==> config.mk <==
export PLATFORM = sky130hd
export DESIGN_NAME = uart_transmitter
export DESIGN_NICKNAME = d
export VERILOG_FILES = /design/src/rtl/uart_transmitter.sv
export SDC_FILE = /design/constraint.sdc
export NUM_CORES = 1
export LEC_CHECK = 0
export ABC_AREA = 0
export CORE_MARGIN = 1
export CORE_UTILIZATION = 47
export CTS_CLUSTER_DIAMETER = 40
export DETAILED_ROUTE_END_ITERATION = 10
export GPL_TIMING_DRIVEN = 0
export PLACE_DENSITY_LB_ADDON = 0.12
export SYNTH_ARGS = -nofsm -noshare
export SYNTH_HDL_FRONTEND = slang
export SYNTH_SLANG_ARGS = --single-unit
==> constraint.sdc <==
create_clock -name clk -period 4.8 [get_ports clk]
set_input_delay 1.2 -clock clk [delete_from_list [all_inputs] [get_ports clk]]
set_output_delay 1.2 -clock clk [all_outputs]
set_load 0.02 [all_outputs]
==> src/rtl/uart_transmitter.sv <==
// -----------------------------------------------------------------------------
// uart_transmitter
//
// Purpose: queues bytes from the host side in a small circular write FIFO and
// shifts each one out on tx as an 8N1 frame (start bit, d0..d7 LSB first,
// stop bit). Each serial bit is held for CLOCKS_PER_PULSE clock cycles, the
// same bit-timing convention as the companion receiver.
//
// Optional feature macro: UART_TX_PARITY_EN
//   defined   -> an even-parity bit is sent after d7 (11 bit-periods/frame)
//   undefined -> plain 8N1 (10 bit-periods/frame)
//
// Parameters:
//   CLOCKS_PER_PULSE  clock cycles per serial bit (>= 2)
//   FIFO_DEPTH        write FIFO entries (power of two, >= 2)
//
// Ports:
//   clk          in   system clock, rising edge
//   rst          in   asynchronous active-high reset
//   wr_en        in   write strobe; pushes data_in when full is low
//   data_in      in   byte to queue
//   full         out  FIFO holds FIFO_DEPTH entries
//   empty        out  FIFO holds no entries
//   busy         out  a frame is in progress (state != TX_IDLE)
//   tx           out  registered serial line, idles high
//   state_dbg_o  out  current FSM state encoding (observation only)
//
// Handshake: a write is accepted on any rising edge where wr_en is high and
// full is low; a write while full is dropped with no state change, even if
// the FSM pops in that same cycle. There is no back-pressure beyond full.
// -----------------------------------------------------------------------------
module uart_transmitter #(
   parameter int CLOCKS_PER_PULSE = 16,
   parameter int FIFO_DEPTH       = 4
) (
   input  logic       clk,
   input  logic       rst,
   input  logic       wr_en,
   input  logic [7:0] data_in,
   output logic       full,
   output logic       empty,
   output logic       busy,
   output logic       tx,
   output logic [2:0] state_dbg_o
);

   localparam int PTR_W = $clog2(FIFO_DEPTH);
   localparam int CNT_W = $clog2(FIFO_DEPTH) + 1;
   localparam int TCK_W = $clog2(CLOCKS_PER_PULSE);

   localparam logic [TCK_W-1:0] LAST_TICK = TCK_W'(CLOCKS_PER_PULSE - 1);
   localparam logic [CNT_W-1:0] FULL_CNT  = CNT_W'(FIFO_DEPTH);

   typedef enum logic [2:0] {
      TX_IDLE   = 3'd0,
      TX_START  = 3'd1,
      TX_DATA   = 3'd2,
`ifdef UART_TX_PARITY_EN
      TX_PARITY = 3'd4,
`endif
      TX_STOP   = 3'd3
   } state_t;

   // ---------------------------------------------------------------- FIFO
   logic [7:0]       mem_q [FIFO_DEPTH];
   logic [PTR_W-1:0] wr_ptr_q, rd_ptr_q;
   logic [CNT_W-1:0] count_q;
   logic             push, pop;

   assign full  = (count_q == FULL_CNT);
   assign empty = (count_q == '0);
   // full is the registered flag, so a same-cycle pop never frees a slot
   // for a write that arrives while full.
   assign push  = wr_en && !full;

   always_ff @(posedge clk) begin
      if (push) mem_q[wr_ptr_q] <= data_in;
   end

   always_ff @(posedge clk or posedge rst) begin
      if (rst) begin
         wr_ptr_q <= '0;
         rd_ptr_q <= '0;
         count_q  <= '0;
      end else begin
         if (push) wr_ptr_q <= wr_ptr_q + PTR_W'(1);
         if (pop)  rd_ptr_q <= rd_ptr_q + PTR_W'(1);
         case ({push, pop})
            2'b10:   count_q <= count_q + CNT_W'(1);
            2'b01:   count_q <= count_q - CNT_W'(1);
            default: count_q <= count_q;
         endcase
      end
   end

   // ---------------------------------------------------------------- FSM
   state_t           state_q, state_d;
   logic [TCK_W-1:0] tick_q, tick_d;
   logic [2:0]       bit_q, bit_d;
   logic [7:0]       shift_q, shift_d;
   logic             tx_q, tx_d;
   logic             last_tick;
`ifdef UART_TX_PARITY_EN
   logic             parity_q, parity_d;
`endif

   assign last_tick = (tick_q == LAST_TICK);

   always_comb begin
      state_d  = state_q;
      tick_d   = tick_q + TCK_W'(1);
      bit_d    = bit_q;
      shift_d  = shift_q;
      pop      = 1'b0;
      tx_d     = 1'b1;
`ifdef UART_TX_PARITY_EN
      parity_d = parity_q;
`endif
      case (state_q)
         TX_IDLE: begin
            tick_d = '0;
            if (!empty) begin
               pop      = 1'b1;
               shift_d  = mem_q[rd_ptr_q];
               bit_d    = '0;
               state_d  = TX_START;
`ifdef UART_TX_PARITY_EN
               parity_d = ^mem_q[rd_ptr_q];
`endif
            end
         end
         TX_START: begin
            if (last_tick) begin
               tick_d  = '0;
               state_d = TX_DATA;
            end
         end
         TX_DATA: begin
            if (last_tick) begin
               tick_d  = '0;
               shift_d = shift_q >> 1;
               if (bit_q == 3'd7) begin
`ifdef UART_TX_PARITY_EN
                  state_d = TX_PARITY;
`else
                  state_d = TX_STOP;
`endif
               end else begin
                  bit_d = bit_q + 3'd1;
               end
            end
         end
`ifdef UART_TX_PARITY_EN
         TX_PARITY: begin
            if (last_tick) begin
               tick_d  = '0;
               state_d = TX_STOP;
            end
         end
`endif
         TX_STOP: begin
            if (last_tick) begin
               tick_d = '0;
               // Chain straight into the next start bit when data is waiting.
               if (!empty) begin
                  pop      = 1'b1;
                  shift_d  = mem_q[rd_ptr_q];
                  bit_d    = '0;
                  state_d  = TX_START;
`ifdef UART_TX_PARITY_EN
                  parity_d = ^mem_q[rd_ptr_q];
`endif
               end else begin
                  state_d = TX_IDLE;
               end
            end
         end
         default: begin
            tick_d  = '0;
            state_d = TX_IDLE;
         end
      endcase

      // tx is registered from the next state so the line level changes on
      // the same edge as the state it belongs to.
      case (state_d)
         TX_START:  tx_d = 1'b0;
         TX_DATA:   tx_d = shift_d[0];
`ifdef UART_TX_PARITY_EN
         TX_PARITY: tx_d = parity_d;
`endif
         default:   tx_d = 1'b1;
      endcase
   end

   always_ff @(posedge clk or posedge rst) begin
      if (rst) begin
         state_q  <= TX_IDLE;
         tick_q   <= '0;
         bit_q    <= '0;
         shift_q  <= '0;
         tx_q     <= 1'b1;
`ifdef UART_TX_PARITY_EN
         parity_q <= 1'b0;
`endif
      end else begin
         state_q  <= state_d;
         tick_q   <= tick_d;
         bit_q    <= bit_d;
         shift_q  <= shift_d;
         tx_q     <= tx_d;
`ifdef UART_TX_PARITY_EN
         parity_q <= parity_d;
`endif
      end
   end

   assign tx          = tx_q;
   assign busy        = (state_q != TX_IDLE);
   assign state_dbg_o = state_q;

endmodule
==> results of run 1 <==
-- per-layer routing --
| metal | vias up | global-route usage (%) | share of wire, % |
|---|---|---|---|
| li1 | 716 | - | - |
| met5 | - | 0 | 0 |
| met1 | 774 | 22.9 | 45 |
| met2 | 21 | 27.5 | 50 |
| met3 | 9 | 5.75 | 2.9 |
| met4 | 0 | 9.23 | 2.2 |
-- synth_stat cells (3+ instances only) --
cell	number	area share, %
xnor2_1	6	2.0
and2_1	4	0.97
mux4_2	8	7.0
ha_1	8	3.9
and3_1	3	0.73
nor2_1	9	1.3
inv_1	16	2.3
nand3_1	4	0.77
nand2_1	7	1.0
o21ai_1	7	1.4
dfrtp_1	25	24
a21oi_1	4	0.77
a32oi_1	6	2.0
buf_4	3	0.87
edfxtp_1	32	37
-- metrics by stage --
step           setup WS [ps]  hold WS, ps  total power, mW  area (µm²)  instances
6_report                1610          496             1.65        3060        283
5_1_grt                 1510          523             1.75        3060        283
4_1_cts                 1590          495             1.68        3060        283
3_5_place_dp            1800          486             1.21        2840        267
3_3_place_gp            1860          475             1.18        2840        267
2_1_floorplan           2330          456             1.06        2590        180
-- worst paths after layout --
kind / from / to / slack [ps] / depth (start not counted)
setup / recovery: state_dbg_o[2] / busy / 1610 / 3
hold / removal: bit_q[0] / bit_q[0] / 500 / 1
hold reg to reg: bit_q[0] / bit_q[0] / 500 / 1
max in group asynchronous: rst / bit_q[1] / 2780 / 2
min in group asynchronous: rst / wr_ptr_q[0] / 1410 / 2
setup reg to reg: tick_q[0] / count_q[2] / 2070 / 11
-- flip-flops by register name (all words and copies together) (netlist names) --
register,count
mem_q,32
rd_ptr_q,2
shift_q,8
tick_q,4
count_q,3
bit_q,3
tx,1
wr_ptr_q,2
state_dbg_o,3
-- critical path, delay by kind of cell (launching register included) --
family / cells / cell delay (ps)
simple gates: 1 / 430
buf+inv: 2 / 800
flops: 1 / 430
-- power breakdown --
part           switching [mW]  total [mW]  internal (mW)
Combinational           0.248       0.464          0.216
Sequential             0.0631       0.723          0.660
Clock                   0.185       0.465          0.281
Total                   0.496        1.65           1.16
-- area by class of cell --
class	count	area, µm²
buffer	5	30.0
clock buffer	12	165
clock inverter	4	48.8
fill	448	2150
inverter	16	60.1
multi-input combinational	101	883
sequential	58	1610
tap	70	87.6
timing repair buffer	17	170
-- cell families after synthesis --
family          after synthesis
flops                        58
other cells                   1
buf+inv                      21
mux                          11
simple gates                 44
fa+ha+maj                     9
xor+xnor                      8
compound gates               28
==> results by group, run 1 <==
Die
  • Die width: 76.2 µm
  • Die Area: around 0.0058 mm²
  • Initial Utilization: roughly half
  • Die height: about 76 µm
  • Ports: 18
  • # rows: 26
  • Core ar.: about 0.0052 mm²

Worst setup path
  • Worst setup EP type: primary output
  • Crit path max-delay cell type: clkdlybuf4s50_1
  • CP max FO: 10
  • Crit path launch type: flop
  • Critical Path AT: roughly 2000 ps
  • Cell Chain, Critical Path: clkbuf_1 > or3_1 > clkdlybuf4s50_1
  • Kind of critical path: flop to primary output
  • Largest stage delay, worst path: between 500 and 600 ps
  • Worst EP required: 3600 ps

Clocking
  • CTS tree: yes
  • Root buffer cell: clkbuf_8
  • Total CTS buffers: 9
  • CTS Hold Buffers Added: 0
  • Resize count post-CTS: 0
  • Longest Clk Path Bufs: 2
  • Worst-path clk slew: around 60 ps
  • Post-CTS setup buffer count: 0
  • Clock Sinks: a little under 60
  • Clk_lat worst skew: ~330 ps
  • Max H-tree Level: 3

Drt
  • Routed wire per std cell: 16.0 µm
  • DRC viols: 0
  • Vias per inst: 5.37
  • Routed vias: about 1500
  • Routed wire length: ~4.5 mm
  • DR iter-0 viols: 69
  • DR pass1 iterations: 4
  • DRT antenna net count: 0

Timing
  • Max transition margin: between 30% and 40%
  • Worst Clk Skew: just over 5 ps
  • Pin slew with the least headroom to its limit: 997 ps
  • RSZ-0062 raised after global routing: false
  • Hold Violations, Final: 0
  • Final Cycle Share: 66.5%
  • Final period demand of the worst path: roughly 3200 ps
  • Setup Viol. Count Final: 0
  • Fmax: ~310 MHz
  • Setup TNS Final: 0 ps
  • Final Slew Violations: 0

Worst hold path
  • HP Class: flop to flop

Yosys
  • Compound-gate portion of the synthesized area: around 7.9%
  • Number of synthesized register bits: 58
  • Synth Instances: 180
  • Main combinational cell family by area after synthesis: simple AND/OR/NAND/NOR gates
  • Synth Net Count: 200
  • Netlist cell types: 46
  • Primary FF master, synth: edfxtp_1
  • Mapped cell area: 0.00259 mm²
  • Async SR Flop Fraction: 44.8%
  • Simple-gate share of the synthesized area: 10.6%
  • Post-synth EDFFs: 32
  • Yosys warns: 0
  • Syn Area/Cell: between 10 and 15 µm²
  • Adder-Cell Fraction of Synth Area: around 4.6%
  • Mux contribution to synthesized area: 8.18%
  • XOR/XNOR Fraction of Synth Area: 2.71%
  • Register area share after synthesis: about 62%

Power and ir drop
  • Leak pwr: around 1.2 nW
  • Power per cell area: around 540 mW/mm²
  • Worst vdd ir: between 0.2 and 0.3 mV

Finish
  • Area delta synth->final: 18.2%
  • Most common cell after layout, fill and taps aside: edfxtp_1
  • Commonest non-fill, non-tap cells in the layout: edfxtp_1 (32), dfrtp_1 (25), clkdlybuf4s50_1 (17)
  • Share of layout cells above drive strength 1: roughly 17%
  • Diode count: 0
  • Nets: about 230
  • Post-layout util: between 50% and 60%

GRT
  • Global-route wire length before repair: about 7.7 mm
  • Total gr overflow: 0
  • Largest net degree at the start of global routing: 27
  • Vias in the first global route: 1581
  • Global-route usage over all layers: 17.9%
  • Initial antenna violation count: 0

Outcome
  • Status: finished clean

Place
  • RD Place Congestion: roughly 0.8
  • HPWL Detailed: approximately 3.2 mm
  • Port buffer count: 17

Run
  • Maximum Capacitance Violations: 0
No activity file was read; power rests on OpenSTA's default activity.
==> run 2, diff against run 1 <==
Clock period 4.8 ns to 3.1 ns, I/O delays scaled along.
==> results of run 2 <==
The final DEF is identical to that of run 1. Status: finished clean.
Among the figures that moved: setup slack after placement 1800 ps -> 372 ps; setup slack after layout 1610 ps -> 332 ps; register-to-register setup slack 2070 ps -> 370 ps; total power 1.65 mW -> 2.56 mW; worst IR drop on VDD 0.291 mV -> 0.451 mV
==> RTL change 1: new RTL, settings of run 2 <==
Take the reset off `shift_q` and load it in a clocked block of its own.
--- a/src/rtl/uart_transmitter.sv
+++ b/src/rtl/uart_transmitter.sv
@@ -198,7 +198,6 @@
          state_q  <= TX_IDLE;
          tick_q   <= '0;
          bit_q    <= '0;
-         shift_q  <= '0;
          tx_q     <= 1'b1;
 `ifdef UART_TX_PARITY_EN
          parity_q <= 1'b0;
@@ -207,12 +206,15 @@
          state_q  <= state_d;
          tick_q   <= tick_d;
          bit_q    <= bit_d;
-         shift_q  <= shift_d;
          tx_q     <= tx_d;
 `ifdef UART_TX_PARITY_EN
          parity_q <= parity_d;
 `endif
       end
+   end
+
+   always_ff @(posedge clk) begin
+      shift_q <= shift_d;
    end
 
    assign tx          = tx_q;
Behaviour: same outputs for any inputs over 10 cycles, from zero or initial values and one cycle with rst high; that may be too few to reach the edited logic, so the function may still have changed.
==> RTL change 1 against run 2 <==
  * Power shrank 8.1%
  * Synthesized area about the same
  * Register-to-register slack better by 0.19 ns
  * Setup slack worse by 0.057 ns
  * Final area fell by 2.0%
  * Wire length fell by 1.0%
  * Sequential cell count unchanged
  * Via count is 0.99% lower
==> RTL change 1: results (changes against run 2) <==
CTS
  • Post_cts resized: 0 (unchanged)

Setup path
  • Cells on worst reg2reg path: 11 (unchanged)
  • Critical path arrival: 2.05 ns (+0.06 ns)
  • Reg2reg setup slack: 0.56 ns (+0.19 ns)
  • Slowest stage delay, CP: 0.60 ns (+0.06 ns)
  • Reg-to-reg startpoint: state_dbg_o[0]$_DFF_PP0_

GRT
  • Global-route wire length before repair: 7460 um (-2.8%)
  • Largest net degree at the start of global routing: 19 (-30%)
  • GRT Resource Usage Total: 17.7% (-0.20 points)

Cells and area
  • Multi-input gates: 109 (+7.9%)
  • Multi-input logic area: 876 um^2 (-0.85%)
  • Clock Network Area Fraction: 5.10% (-1.9 points)
  • Sequential cell area: 0.00164 mm^2 (+1.9%)
  • Logic inverters: 12 (-4)
  • # nets final: 232 (+1.8%)
  • NonClk Buf Share: 6.39% (-0.16 points)
  • # fillers: 423 (-5.6%)
  • Top Registers: mem_q: 32 flops, shift_q: 8 flops, tick_q: 4 flops
  • Layout cells sized above 1: 13.8% (-3.5 points)
  • Clock buffer cells: 11 (-1)

Logic synthesis
  • Distinct cells, synth: 40 (-13%)
  • Synth top area cells: edfxtp_1 (45%), dfrtp_1 (16%), mux4_2 (7.0%)
  • Syn nets: 204 (+2.0%)
  • Register area share after synthesis: 63.6% (+1.2 points)
  • Post-synth EDFFs: 39 (+22%)
  • Asr flop ratio synth: 31.0% (-14 points)

Placement
  • GP Congestion: 0.759 (-4.7%)
  • I/O Buffers: 17 (unchanged)
  • HPWL Detailed: 3130 um (-1.0%)

Drt
  • Post-Route WL: 4480 um (-1.0%)
  • Met2 wire length: 2300 um (+1.9%)
  • DRT iter0 DRCs: 92 (+33%)
  • Vias: 1505 (-0.99%)
  • DR WL met3: 187 um (+44%)
  • Sum of routed wire segments on met1: 1920 um (-5.7%)

Hold path
  • Hold path depth: 2 (+1)
  • Hold wc startpoint: shift_q[0]$_DFF_P_
  • Hold EP: shift_q[0]$_DFF_P_

STA
  • Max-slew headroom: 34.6% (+1.2 points)
  • Final Skew: 0.0105 ns (+0.00532 ns)

Status
  • Status: complete, no violations

Pwr
  • Leakage power: 1.17 nW (-4.8%)
  • Worst IR Drop VDD: 0.000459 V (+1.7%)
==> RTL change 1: how the worst max path moves through the flow <==
stage | start | endpoint | slack [ns] | cells after the start
finish | count_q[2]$_DFFE_PP0P_ | empty | 0.28 | 4
global route | count_q[2]$_DFFE_PP0P_ | empty | 0.20 | 4
CTS | count_q[2]$_DFFE_PP0P_ | empty | 0.25 | 4
detailed placement | wr_en | count_q[2]$_DFFE_PP0P_ | 0.43 | 9
global placement | wr_en | count_q[2]$_DFFE_PP0P_ | 0.52 | 9
floorplan | state_dbg_o[0]$_DFF_PP0_ | count_q[2]$_DFFE_PP0P_ | 0.73 | 11
==> RTL change 1: kinds of logic (layout without fill, tap and decap cells) <==
kind of cell | count (synthesis) | count (layout) | share of synthesized area (%)
mux | 16 | 16 | 10.1
compound gates | 28 | 28 | 7.11
other cells | 1 | 1 | 0.145
xor+xnor | 7 | 7 | 2.37
flops | 58 | 58 | 63.6
fa+ha+maj | 9 | 9 | 4.65
buf+inv | 17 | 50 | 2.57
simple gates | 48 | 48 | 9.49
==> RTL change 1: metal layers <==
layer  vias up  GRT usage (%)
met5         -              0
met4         0           9.23
met3         5           5.75
met2        37           29.1
met1       734           20.8
li1        729              -
==> RTL change 1: stage by stage <==
stage / area (um^2) / setup slack, ns / cells / hold WS [ns] / total power [mW]
global placement: 2840 / 0.519 / 271 / 0.464 / 1.77
floorplan: 2580 / 0.729 / 184 / 0.449 / 1.61
global route: 3000 / 0.204 / 287 / 0.524 / 2.50
detailed placement: 2840 / 0.435 / 271 / 0.489 / 1.82
CTS: 3000 / 0.252 / 287 / 0.502 / 2.38
finish: 3000 / 0.275 / 287 / 0.500 / 2.35
==> RTL change 1: where the power goes <==
part	internal [mW]	switching, mW
Combinational	0.329	0.377
Sequential	1.02	0.0669
Clock	0.279	0.282
Total	1.63	0.725
==> RTL change 2: new RTL, settings of run 2 <==
Made on the original files. The parameter `CLOCKS_PER_PULSE` goes from 16 to 8.
--- a/src/rtl/uart_transmitter.sv
+++ b/src/rtl/uart_transmitter.sv
@@ -30,7 +30,7 @@
 // the FSM pops in that same cycle. There is no back-pressure beyond full.
 // -----------------------------------------------------------------------------
 module uart_transmitter #(
-   parameter int CLOCKS_PER_PULSE = 16,
+   parameter int CLOCKS_PER_PULSE = 8,
    parameter int FIFO_DEPTH       = 4
 ) (
    input  logic       clk,
Check against the original RTL: no difference found for any inputs over 10 cycles, from zero or initial values and one cycle with rst high; that may be too few to reach the edited logic, so the function may still have changed.
==> RTL change 2 against run 2 <==
  * Setup slack improved by 0.043 ns
  * Via count decreased by 2.4%
  * Core utilization grew 0.67 points
  * Hold slack lost 0.053 ns
  * Sequential share of layout area shrank 1.4 points
  * Wire length is 0.29% higher
  * Power up 2.5%
  * Sequential power is 4% lower
  * First-iteration DRC count increased by 38%
  * Sequential cell count decreased by 1
  * Non-clock buffer count is 2 higher
  * Final area is 1.1% higher
  * Synthesized area is 0.63% higher
  * Largest power group unchanged
==> RTL change 2: results (changes against run 2) <==
Status
  • Status: complete, no violations

Drt
  • Drt wl/cell: 16.2 um (+1.4%)
  • Vias per std cell: 5.30 (-1.4%)
  • Met2 wire length: 2380 um (+5.3%)
  • DRT iter0 DRCs: 95 (+38%)
  • DR WL met3: 110 um (-15%)
  • Sum of routed wire segments on met1: 2010 um (-1.1%)
  • Post-Route WL: 4540 um (+0.29%)

Setup path
  • Crit path to: count_q[2]$_DFFE_PP0P_
  • Cells on worst reg2reg path: 10 (-1)
  • Largest delay share family, worst path: adder cells
  • Slowest stage delay, CP: 0.49 ns (-0.05 ns)
  • Critical-path maximum fanout: 9 (-1)
  • Critical path arrival: 2.97 ns (+0.98 ns)
  • Critical path's slowest cell: a211oi_4

Cells and area
  • Layout cells sized above 1: 20.0% (+2.6 points)
  • # nets final: 227 (-0.44%)

GRT
  • Met2 Resource Use GR: 30.3% (+2.8 points)
  • Global-route wire length before repair: 7870 um (+2.5%)
  • Met3 Resource Use GR: 4.67% (-1.1 points)
  • GRT met1 Usage: 21.8% (-1.0 points)

Pwr
  • Clk pwr share: 31.1% (+2.9 points)
  • Leakage power: 1.25 nW (+1.3%)
  • Gate power share: 27.5% (-0.6 points)
  • Internal power: 1.88 mW (+4.9%)
  • Net Sw Frac: 28.4% (-1.6 points)

Floorplan
  • Die footprint: 0.00584 mm^2 (+0.60%)

STA
  • Hold WS: 0.442 ns (-0.0532 ns)

Logic synthesis
  • Distinct cells, synth: 50 (+8.7%)
  • Synth Instances: 177 (-1.7%)
  • Asr flop ratio synth: 43.9% (-0.97 points)
  • Synth top area cells: edfxtp_1 (37%), dfrtp_1 (23%), mux4_2 (6.9%)
  • Syn nets: 199 (-0.50%)

Placement
  • Worst slack, placed: 0.338 ns (-0.0337 ns)
  • HPWL Detailed: 3160 um (-0.17%)
  • Placed instance count: 264 (-1.1%)
==> RTL change 2: cell count changes after synthesis, sizes merged, moves of 3 or more <==
| cell | change |
|---|---|
| inv | -3 |
| nand2 | +5 |
| o21ai | -3 |
| a221o | +3 |
| a32oi | -4 |
| xnor2 | -3 |
| and2 | +3 |
| nor3 | -3 |
| nand2b | +3 |
| nor2 | -5 |
==> RTL change 2: area by class of cell <==
type	count	share of cell area, %
clock inverters	7	3.52
flip-flops and latches	57	51.3
plain buffers	7	1.78
clock buffers	9	4.00
well taps	70	2.83
inverters	14	2.10
repair buffers	17	5.50
multi-input cells	99	28.9
==> RTL change 2: cells by family after synthesis <==
logic type | Yosys count
AO/OA/AOI/OAI | 24
XOR/XNOR | 7
adder cells (fa/ha/maj) | 11
buffers and inverters | 21
flip-flops | 57
multiplexers | 11
other | 1
AND/OR/NAND/NOR | 45
